<file path="src/rtl/change_dispenser_pkg.sv">
// Shared vending definitions: condition codes, coin denominations and the
// change dispenser state encoding.
package change_dispenser_pkg;

  localparam int unsigned DATA_W = 32;
  localparam int unsigned CNT_W  = 8;

  localparam logic [1:0] COND_INFO = 2'b00;
  localparam logic [1:0] COND_OUT  = 2'b01;
  localparam logic [1:0] COND_EXCH = 2'b10;

  localparam logic [DATA_W-1:0] COIN_50 = 32'd50;
  localparam logic [DATA_W-1:0] COIN_10 = 32'd10;
  localparam logic [DATA_W-1:0] COIN_5  = 32'd5;
  localparam logic [DATA_W-1:0] COIN_1  = 32'd1;

  typedef enum logic [1:0] {
    ST_IDLE     = 2'd0,
    ST_DISPENSE = 2'd1,
    ST_FINISH   = 2'd2
  } state_e;

endpackage

</file>
<file path="src/rtl/change_dispenser_coin_select.sv">
// coin_select: picks the largest denomination not exceeding the remaining
// change amount (0 when nothing remains).
//   remaining : amount still owed
//   coin_c    : largest coin (50/10/5/1) <= remaining, combinational
module coin_select
  import change_dispenser_pkg::*;
(
  input  logic [DATA_W-1:0] remaining,
  output logic [DATA_W-1:0] coin_c
);

  // Greedy denomination pick
  always_comb begin
    coin_c = '0;
    if (remaining >= COIN_50)      coin_c = COIN_50;
    else if (remaining >= COIN_10) coin_c = COIN_10;
    else if (remaining >= COIN_5)  coin_c = COIN_5;
    else if (remaining >= COIN_1)  coin_c = COIN_1;
  end

endmodule

</file>
<file path="src/rtl/change_dispenser.sv">
// change_dispenser: breaks a change amount into 50/10/5/1 coins handed to a
// coin hopper one at a time with a valid/ready handshake.
//   CLOCK, CLEAR     : clock, synchronous active-high reset
//   exchange_coin    : change amount requested by the vending FSM
//   condition        : vending FSM condition; rising into COND_EXCH triggers
//   hopper_ready     : hopper accepts the presented coin this cycle
//   coin_out/valid   : presented coin and its qualifier
//   busy/done/reject : request in progress / completion pulse / over-limit pulse
//   dispensed_total  : sum of accepted coins of the current or last request
// Optional (CHANGE_DENOM_COUNT_EN): n50/n10/n5/n1 per-denomination coin counts.
module change_dispenser
  import change_dispenser_pkg::*;
#(
  parameter int unsigned MAX_CHANGE = 32'd200
) (
  input  logic              CLOCK,
  input  logic              CLEAR,
  input  logic [31:0]       exchange_coin,
  input  logic [1:0]        condition,
  input  logic              hopper_ready,
  output logic [31:0]       coin_out,
  output logic              coin_valid,
  output logic              busy,
  output logic              done,
  output logic              reject,
  output logic [31:0]       dispensed_total
`ifdef CHANGE_DENOM_COUNT_EN
  ,
  output logic [CNT_W-1:0]  n50,
  output logic [CNT_W-1:0]  n10,
  output logic [CNT_W-1:0]  n5,
  output logic [CNT_W-1:0]  n1
`endif
);

  localparam logic [DATA_W-1:0] MAX_W = DATA_W'(MAX_CHANGE);

  state_e            state_q, state_d;
  logic [1:0]        cond_q;
  logic [DATA_W-1:0] remaining_q, remaining_d;
  logic [DATA_W-1:0] coin_sel_c;
  logic              trigger_c;
  logic              take_c;
  logic              accept_c;
  logic              reject_c;

  logic [DATA_W-1:0] coin_out_d;
  logic              coin_valid_d;
  logic              busy_d;
  logic              done_d;
  logic [DATA_W-1:0] total_d;

  assign trigger_c = (condition == COND_EXCH) && (cond_q != COND_EXCH);
  assign take_c    = (state_q == ST_DISPENSE) && coin_valid && hopper_ready;

  // Coin for the next cycle is chosen from the post-edge remainder so the
  // presented coin is available right after the triggering/accepting edge.
  coin_select u_coin_select (
    .remaining (remaining_d),
    .coin_c    (coin_sel_c)
  );

  // State register
  always_ff @(posedge CLOCK) begin
    if (CLEAR) state_q <= ST_IDLE;
    else       state_q <= state_d;
  end

  // Next state and remainder
  always_comb begin
    state_d     = state_q;
    remaining_d = remaining_q;
    accept_c    = 1'b0;
    reject_c    = 1'b0;
    case (state_q)
      ST_IDLE: begin
        if (trigger_c) begin
          if (exchange_coin == '0) begin
            accept_c = 1'b1;
            state_d  = ST_FINISH;
          end else if (exchange_coin > MAX_W) begin
            reject_c = 1'b1;
          end else begin
            accept_c    = 1'b1;
            remaining_d = exchange_coin;
            state_d     = ST_DISPENSE;
          end
        end
      end
      ST_DISPENSE: begin
        if (take_c) begin
          remaining_d = remaining_q - coin_out;
          if (remaining_d == '0) state_d = ST_FINISH;
        end
      end
      ST_FINISH: state_d = ST_IDLE;
      default:   state_d = ST_IDLE;
    endcase
  end

  // Next values of the registered outputs
  always_comb begin
    coin_valid_d = (state_d == ST_DISPENSE);
    coin_out_d   = coin_valid_d ? coin_sel_c : '0;
    busy_d       = (state_d != ST_IDLE);
    done_d       = (state_d == ST_FINISH);
    total_d      = dispensed_total;
    if (accept_c)    total_d = '0;
    else if (take_c) total_d = dispensed_total + coin_out;
  end

  // Datapath and output registers
  always_ff @(posedge CLOCK) begin
    if (CLEAR) begin
      cond_q          <= COND_INFO;
      remaining_q     <= '0;
      coin_out        <= '0;
      coin_valid      <= 1'b0;
      busy            <= 1'b0;
      done            <= 1'b0;
      reject          <= 1'b0;
      dispensed_total <= '0;
    end else begin
      cond_q          <= condition;
      remaining_q     <= remaining_d;
      coin_out        <= coin_out_d;
      coin_valid      <= coin_valid_d;
      busy            <= busy_d;
      done            <= done_d;
      reject          <= reject_c;
      dispensed_total <= total_d;
    end
  end

`ifdef CHANGE_DENOM_COUNT_EN
  // Per-denomination counts of accepted coins
  always_ff @(posedge CLOCK) begin
    if (CLEAR || accept_c) begin
      n50 <= '0;
      n10 <= '0;
      n5  <= '0;
      n1  <= '0;
    end else if (take_c) begin
      if (coin_out == COIN_50) n50 <= n50 + CNT_W'(1);
      if (coin_out == COIN_10) n10 <= n10 + CNT_W'(1);
      if (coin_out == COIN_5)  n5  <= n5  + CNT_W'(1);
      if (coin_out == COIN_1)  n1  <= n1  + CNT_W'(1);
    end
  end
`endif

endmodule

</file>
<file path="config.mk">
export PLATFORM = sky130hd
export DESIGN_NAME = change_dispenser
export DESIGN_NICKNAME = d
export VERILOG_FILES = /design/src/rtl/change_dispenser_pkg.sv /design/src/rtl/change_dispenser_coin_select.sv /design/src/rtl/change_dispenser.sv
export SDC_FILE = /design/constraint.sdc
export NUM_CORES = 1
export LEC_CHECK = 0
export BUFFER_PORTS_ARGS = -buffer_cell sky130_fd_sc_hd__buf_2
export CAP_MARGIN = 10
export CORE_AREA = 2 2 119 133
export CTS_BUF_LIST = sky130_fd_sc_hd__clkbuf_2 sky130_fd_sc_hd__clkbuf_4 sky130_fd_sc_hd__clkbuf_8
export CTS_CLUSTER_SIZE = 40
export DETAILED_ROUTE_END_ITERATION = 8
export DIE_AREA = 0 0 121 135
export RECOVER_POWER = 100
export SETUP_SLACK_MARGIN = 0.5
export SKIP_CTS_REPAIR_TIMING = 1
export SLEW_MARGIN = 20
export SYNTH_ARGS = -nofsm -noshare
export SYNTH_HDL_FRONTEND = slang
export SYNTH_SLANG_ARGS = --single-unit
</file>
<file path="constraint.sdc">
create_clock -name CLOCK -period 3.7 [get_ports CLOCK]
set_input_delay 0.74 -clock CLOCK [delete_from_list [all_inputs] [get_ports CLOCK]]
set_output_delay 0.74 -clock CLOCK [all_outputs]
set_load 0.03 [all_outputs]
</file>
## Word-level counts from Yosys, hierarchy flattened

Cells that the tools add are included.

- Flip-flop bits (word level): 104
- Input port bits: 37
- Output and inout port bits: 68
- Word-level logic and storage cells: 60

- Add/sub/neg operators: 2
- $lt $le $gt $ge: 5
- Equal/unequal tests: 5
- Mux-type cells: 20
- Bitwise gates (word level): 3
- Reductions and logical operators: 13

Operators by type and width:

| cell | count |
|---|---|
| two-way mux 32 bit | 4 |
| logical NOT 32 bit | 2 |
| one-hot mux 32 bit (2 select lines) | 1 |
| adder 32 bit | 1 |
| >= comparator 32 x 1 -> 1 bit, second input constant | 1 |
| >= comparator 32 x 3 -> 1 bit, second input constant | 1 |
| >= comparator 32 x 4 -> 1 bit, second input constant | 1 |
| >= comparator 32 x 6 -> 1 bit, second input constant | 1 |
| > comparator 32 x 8 -> 1 bit, second input constant | 1 |
| subtractor 32 bit | 1 |
| two-way mux 6 bit | 3 |
| two-way mux 2 bit | 5 |
| OR reduction 4 bit | 2 |
| two-way mux 1 bit | 6 |
| OR reduction 5 bit | 1 |
| equality test 2 x 1 -> 1 bit, second input constant | 2 |
| equality test 2 bit, second input constant | 2 |
| one-hot mux 2 bit (2 select lines) | 1 |
| OR reduction 2 bit | 2 |
| logical AND 1 bit | 3 |
| inverter 1 bit | 3 |
| OR reduction 3 bit | 1 |
| logical NOT 2 bit | 1 |
| != test 2 bit, second input constant | 1 |
| nonzero test 2 bit | 1 |

## Logic depth before layout (Yosys ltp)

- Depth in word-level cells: 10
- Depth in mapped cells: 14
- Mapped depth without buffers: 13

## By module

From an unflattened synthesis, not the netlist that was laid out.

- Cell total of the unflattened synthesis: 971
- Area, all modules: 7,651.1 um^2

By module, submodules not included:

| module | times used | cells an instance | area each (um^2) | seq. area each (um^2) |
|---|---|---|---|---|
| change_dispenser | 1 | 919 | 7,254.5 | 2,082.0 |
| coin_select | 1 | 52 | 396.6 | 0.0 |

## Least setup slack after synthesis

No wires, ideal clock.

- Path kind: reg2reg
- Start point: reg coin_out[0]
- End point: reg coin_out[3]
- Library setup time: 0.062 ns
- Arrival: 3.431 ns
- Data required time: 3.638 ns
- Setup slack: 0.208 ns
- Stages on the path, launching flop included: 13
- Path buffers: 0
- Clock period less this slack: 3.492 ns
- Cells stage by stage: dfxtp_1 ha_1 inv_1 fa_1 a211oi_1 o21ai_1 nor2_1 nand2_1 o311ai_0 nand3_1 or4b_1 nor3_2 and4_1

- Cells in the longest elaborated chain, start to end: 8
- Elaborated cells between the ends (all ways): 13
- Those cells by class: add/sub: 1; order compare: 2; eq/ne: 1; mux: 6; bitwise: 1; reduce/logical: 2

RTL lines:

| item | RTL line | text |
|---|---|---|
| from (decl) | change_dispenser.sv:21 | `output logic [31:0] coin_out,` |
| from (signal assigned) | change_dispenser.sv:126 | `coin_out <= coin_out_d;` |
| subtractor 32 bit * | change_dispenser.sv:92 | `remaining_d = remaining_q - coin_out;` |
| branches (longest 7 deep; another with >= comparator 32 x 6 -> 1 bit) | -- |  |

Every way passes the cells marked *.
A chain may end at the register's enable or synchronous reset.

## Final worst setup path

- Start point: reg coin_out[1]
- End point: reg coin_out[3]

The elaborated chain is that of the path after synthesis.

==> metrics.md <==
| Metric | Value |
|---|---|
| Fin. max-slew vios | `41` |
| Port Buffers | `78` |
| TritonCTS Buffers | `9` |
| Global-route wire length before repair | `21900 um` |
| Crit path max fanout | `5` |
| Die H | `approximately 140 um` |
| Yosys cell types | `a little under 60` |
| Max-cap violations | `1` |
| Post-synth EDFFs | `0` |
| Crit path buf inv count | `3` |
| Starting Density | `between 30% and 40%` |
| Post-route insts no fill | `around 930` |
| Crit-path slowest cell | `or4b_4` |
| Largest net degree at the start of global routing | `45` |
| DP Worst Slack | `-22.5 ps` |
| Largest cells by area after synthesis | `dfxtp_1 (33%), nor2_1 (6.1%), a21oi_1 (5.9%)` |
| Crit-path max cell delay | `570 ps` |
| DP Cell Count | `approximately 900` |
| Gr usage total | `between 10% and 20%` |
| Status | `complete, but fails checks` |
| RSZ-0062 raised after global routing | `yes` |
| DR WL/cell | `between 10 and 15 um` |
| IO Pins | `approximately 110` |
| Crit path kind | `reg2reg` |
| Leak pwr | `2.19 nW` |
| Antenna violations before repair | `0` |
| Hpwl dp | `between 10000 and 15000 um` |
| Sum of negative setup slack | `0 ps` |
| ANT cells | `0` |
| Relative slew slack | `-37.6%` |
| Failing checks | `max-capacitance violations, max-slew violations` |
| Via density | `roughly 5.2` |
| GPL Wtd Cong | `just under 0.9` |
| Final WL | `between 10000 and 15000 um` |
| Synth top cells by count | `dfxtp_1 (77), nor2_1 (77), a21oi_1 (56)` |
| Tmin final | `between 3000 and 4000 ps` |
| Post-synthesis cell area | `4730 um2` |
| Worst-Margin Slew | `2060 ps` |
| Synth Warn # | `0` |
| Clk buf depth | `2` |
| Layout filler cell count | `roughly 1.6k` |
| Worst-path cell chain | `inv_1 > buf_6 > fa_2 > a211oi_4 > o21ai_4 > buf_4 > o21ai_1 > a21oi_1 > a221oi_1 > nand3_1 > or4b_4 > nor3_4 > and4_1` |
| Post-Synthesis Cells | `between 600 and 700` |
| Vias in the first global route | `approximately 4.4k` |
| # setup viols final | `0` |
| CORE AREA | `between 10000 and 15000 um2` |
| Ys flop type | `dfxtp_1` |
| Kind of cell adding the most delay to the critical path | `simple AND/OR/NAND/NOR gates` |
| Max IR drop VDD | `between 0.15 and 0.2 mV` |
| Crit end category | `flop` |
| Clock root cell | `clkbuf_8` |
| Share of cells above drive strength 1 | `roughly a fifth` |
| First drt pass iteration count | `5` |
| Data arrival, critical path | `3640 ps` |
| DRT iter0 DRCs | `just over 400` |
| WP data required | `about 4000 ps` |
| Clock transition at path regs | `around 80 ps` |
| Syn avg cell area | `about 7.7 um2` |
| Startpoint types | `flop` |
| Leading area contributor after synthesis | `dfxtp_1` |
| DRC | `0` |
| Rows | `47` |
| H-tree Lvls | `3` |
| Clock sinks | `77` |
| Crit share post-route | `approximately nine tenths` |
| Area Overhead vs Synth | `23.7%` |
| Post-synth top area share | `roughly a third` |
| Die Wd | `121 um` |
| Hold Slack | `around 480 ps` |
| Pwr Total | `between 0.0015 and 0.002 W` |
| Power density cells | `about 270 nW/um2` |
| Hold Violations, Final | `0` |
| Nets | `approximately 780` |
| Post-synthesis sequential area ratio | `between 30% and 40%` |
| Clock Latency Late Sink | `370 ps` |
| CTS tree | `built` |
| Clock skew | `between 10 and 15 ps` |
| Die area | `about 16000 um2` |
| #FFs+latches synth | `77` |
| Async set-reset flop share out of synthesis | `0%` |
| Post-route ant nets | `0` |
| DR vias | `about 4.9k` |
| Hold crit path type | `reg2reg` |
| Max Fclk | `about 300 MHz` |
| Total gr overflow | `0` |
| Final worst slack | `~370 ps` |
## where the power goes
part	total, W	internal (W)	switching (W)
logic	0.0000830	0.0000191	0.0000639
registers	0.000829	0.000829	0.000000303
clock network	0.000666	0.000315	0.000351
total	0.00158	0.00116	0.000415
## state kept, by name (all words and copies together) (netlist names), 2 cells and up
register,count
dispensed_total,32
remaining_q,32
coin_out,5
cond_q,2
state_q,2
## layout by cell type, fill, tap and decap left out, types with 4 or more instances in the layout
cell type and count:
nand2b_1 8, buf_4 43, ha_1 11, a221oi_1 4, nor4_1 15, nand4_1 15, dfxtp_1 75, clkbuf_8 9
nand4b_1 4, inv_1 14, xor2_1 13, nand2_1 43, a21o_1 5, and4_1 4, a31oi_1 8, nor2b_1 8
o211ai_1 4, or3_1 12, and3_1 12, nand3_1 24, conb_1 26, xnor2_1 17, buf_2 35, nor3_1 26
clkbuf_4 4, o21ai_0 28, clkbuf_1 50, nor2_1 76, a21oi_1 56
## through the flow
step | utilization [%] | area [um2]
6_report | 39.4 | 5860
5_1_grt | 39.4 | 5860
4_1_cts | 38.3 | 5700
3_5_place_dp | 37.0 | 5500
3_3_place_gp | 37.0 | 5500
2_1_floorplan | - | 4870
## path summary, 6_finish.rpt
path / startpoint / endpoint / slack [ps] / depth (start not counted)
setup reg to reg: coin_out[1] / coin_out[3] / 370 / 13
hold / removal: dispensed_total[5] / dispensed_total[5] / 480 / 2
hold reg to reg: dispensed_total[5] / dispensed_total[5] / 480 / 2
setup / recovery: coin_out[1] / coin_out[3] / 370 / 13
## kinds of logic after synthesis
family | share of synthesized area [%]
compound gates | 18.4
xor+xnor | 5.55
fa+ha+maj | 4.02
buf+inv | 8.14
flops | 32.6
other cells | 0.0792
simple gates | 31.3
## metal layers
metal  up-vias  track usage (%)  wire, um
met5         -                0         0
met4         0             6.14       283
met3        27             2.87       751
met2       150             28.1      6760
met1      2281             21.7      6090
li1       2404                -         -
## worst register-to-register path, stage by stage (launching register included)
cell and delay (ps):
dfxtp_1 350, inv_1 70, buf_6 130, fa_2 410
a211oi_4 350, o21ai_4 130, buf_4 170, o21ai_1 110
a21oi_1 90, a221oi_1 310, nand3_1 120, or4b_4 570
nor3_4 250, and4_1 210
## area by class of cell
class                   instances  area (um2)  share of cell area, %
flip-flops and latches         77        1550                   26.4
clock buffers                   9         124                   2.11
well taps                     196         245                   4.19
inverters                      16        60.1                   1.03
clock inverters                 7        73.8                   1.26
multi-input cells             491        3050                   52.1
repair buffers                136         758                   12.9
Note: power is estimated with default switching activity, not from simulation.
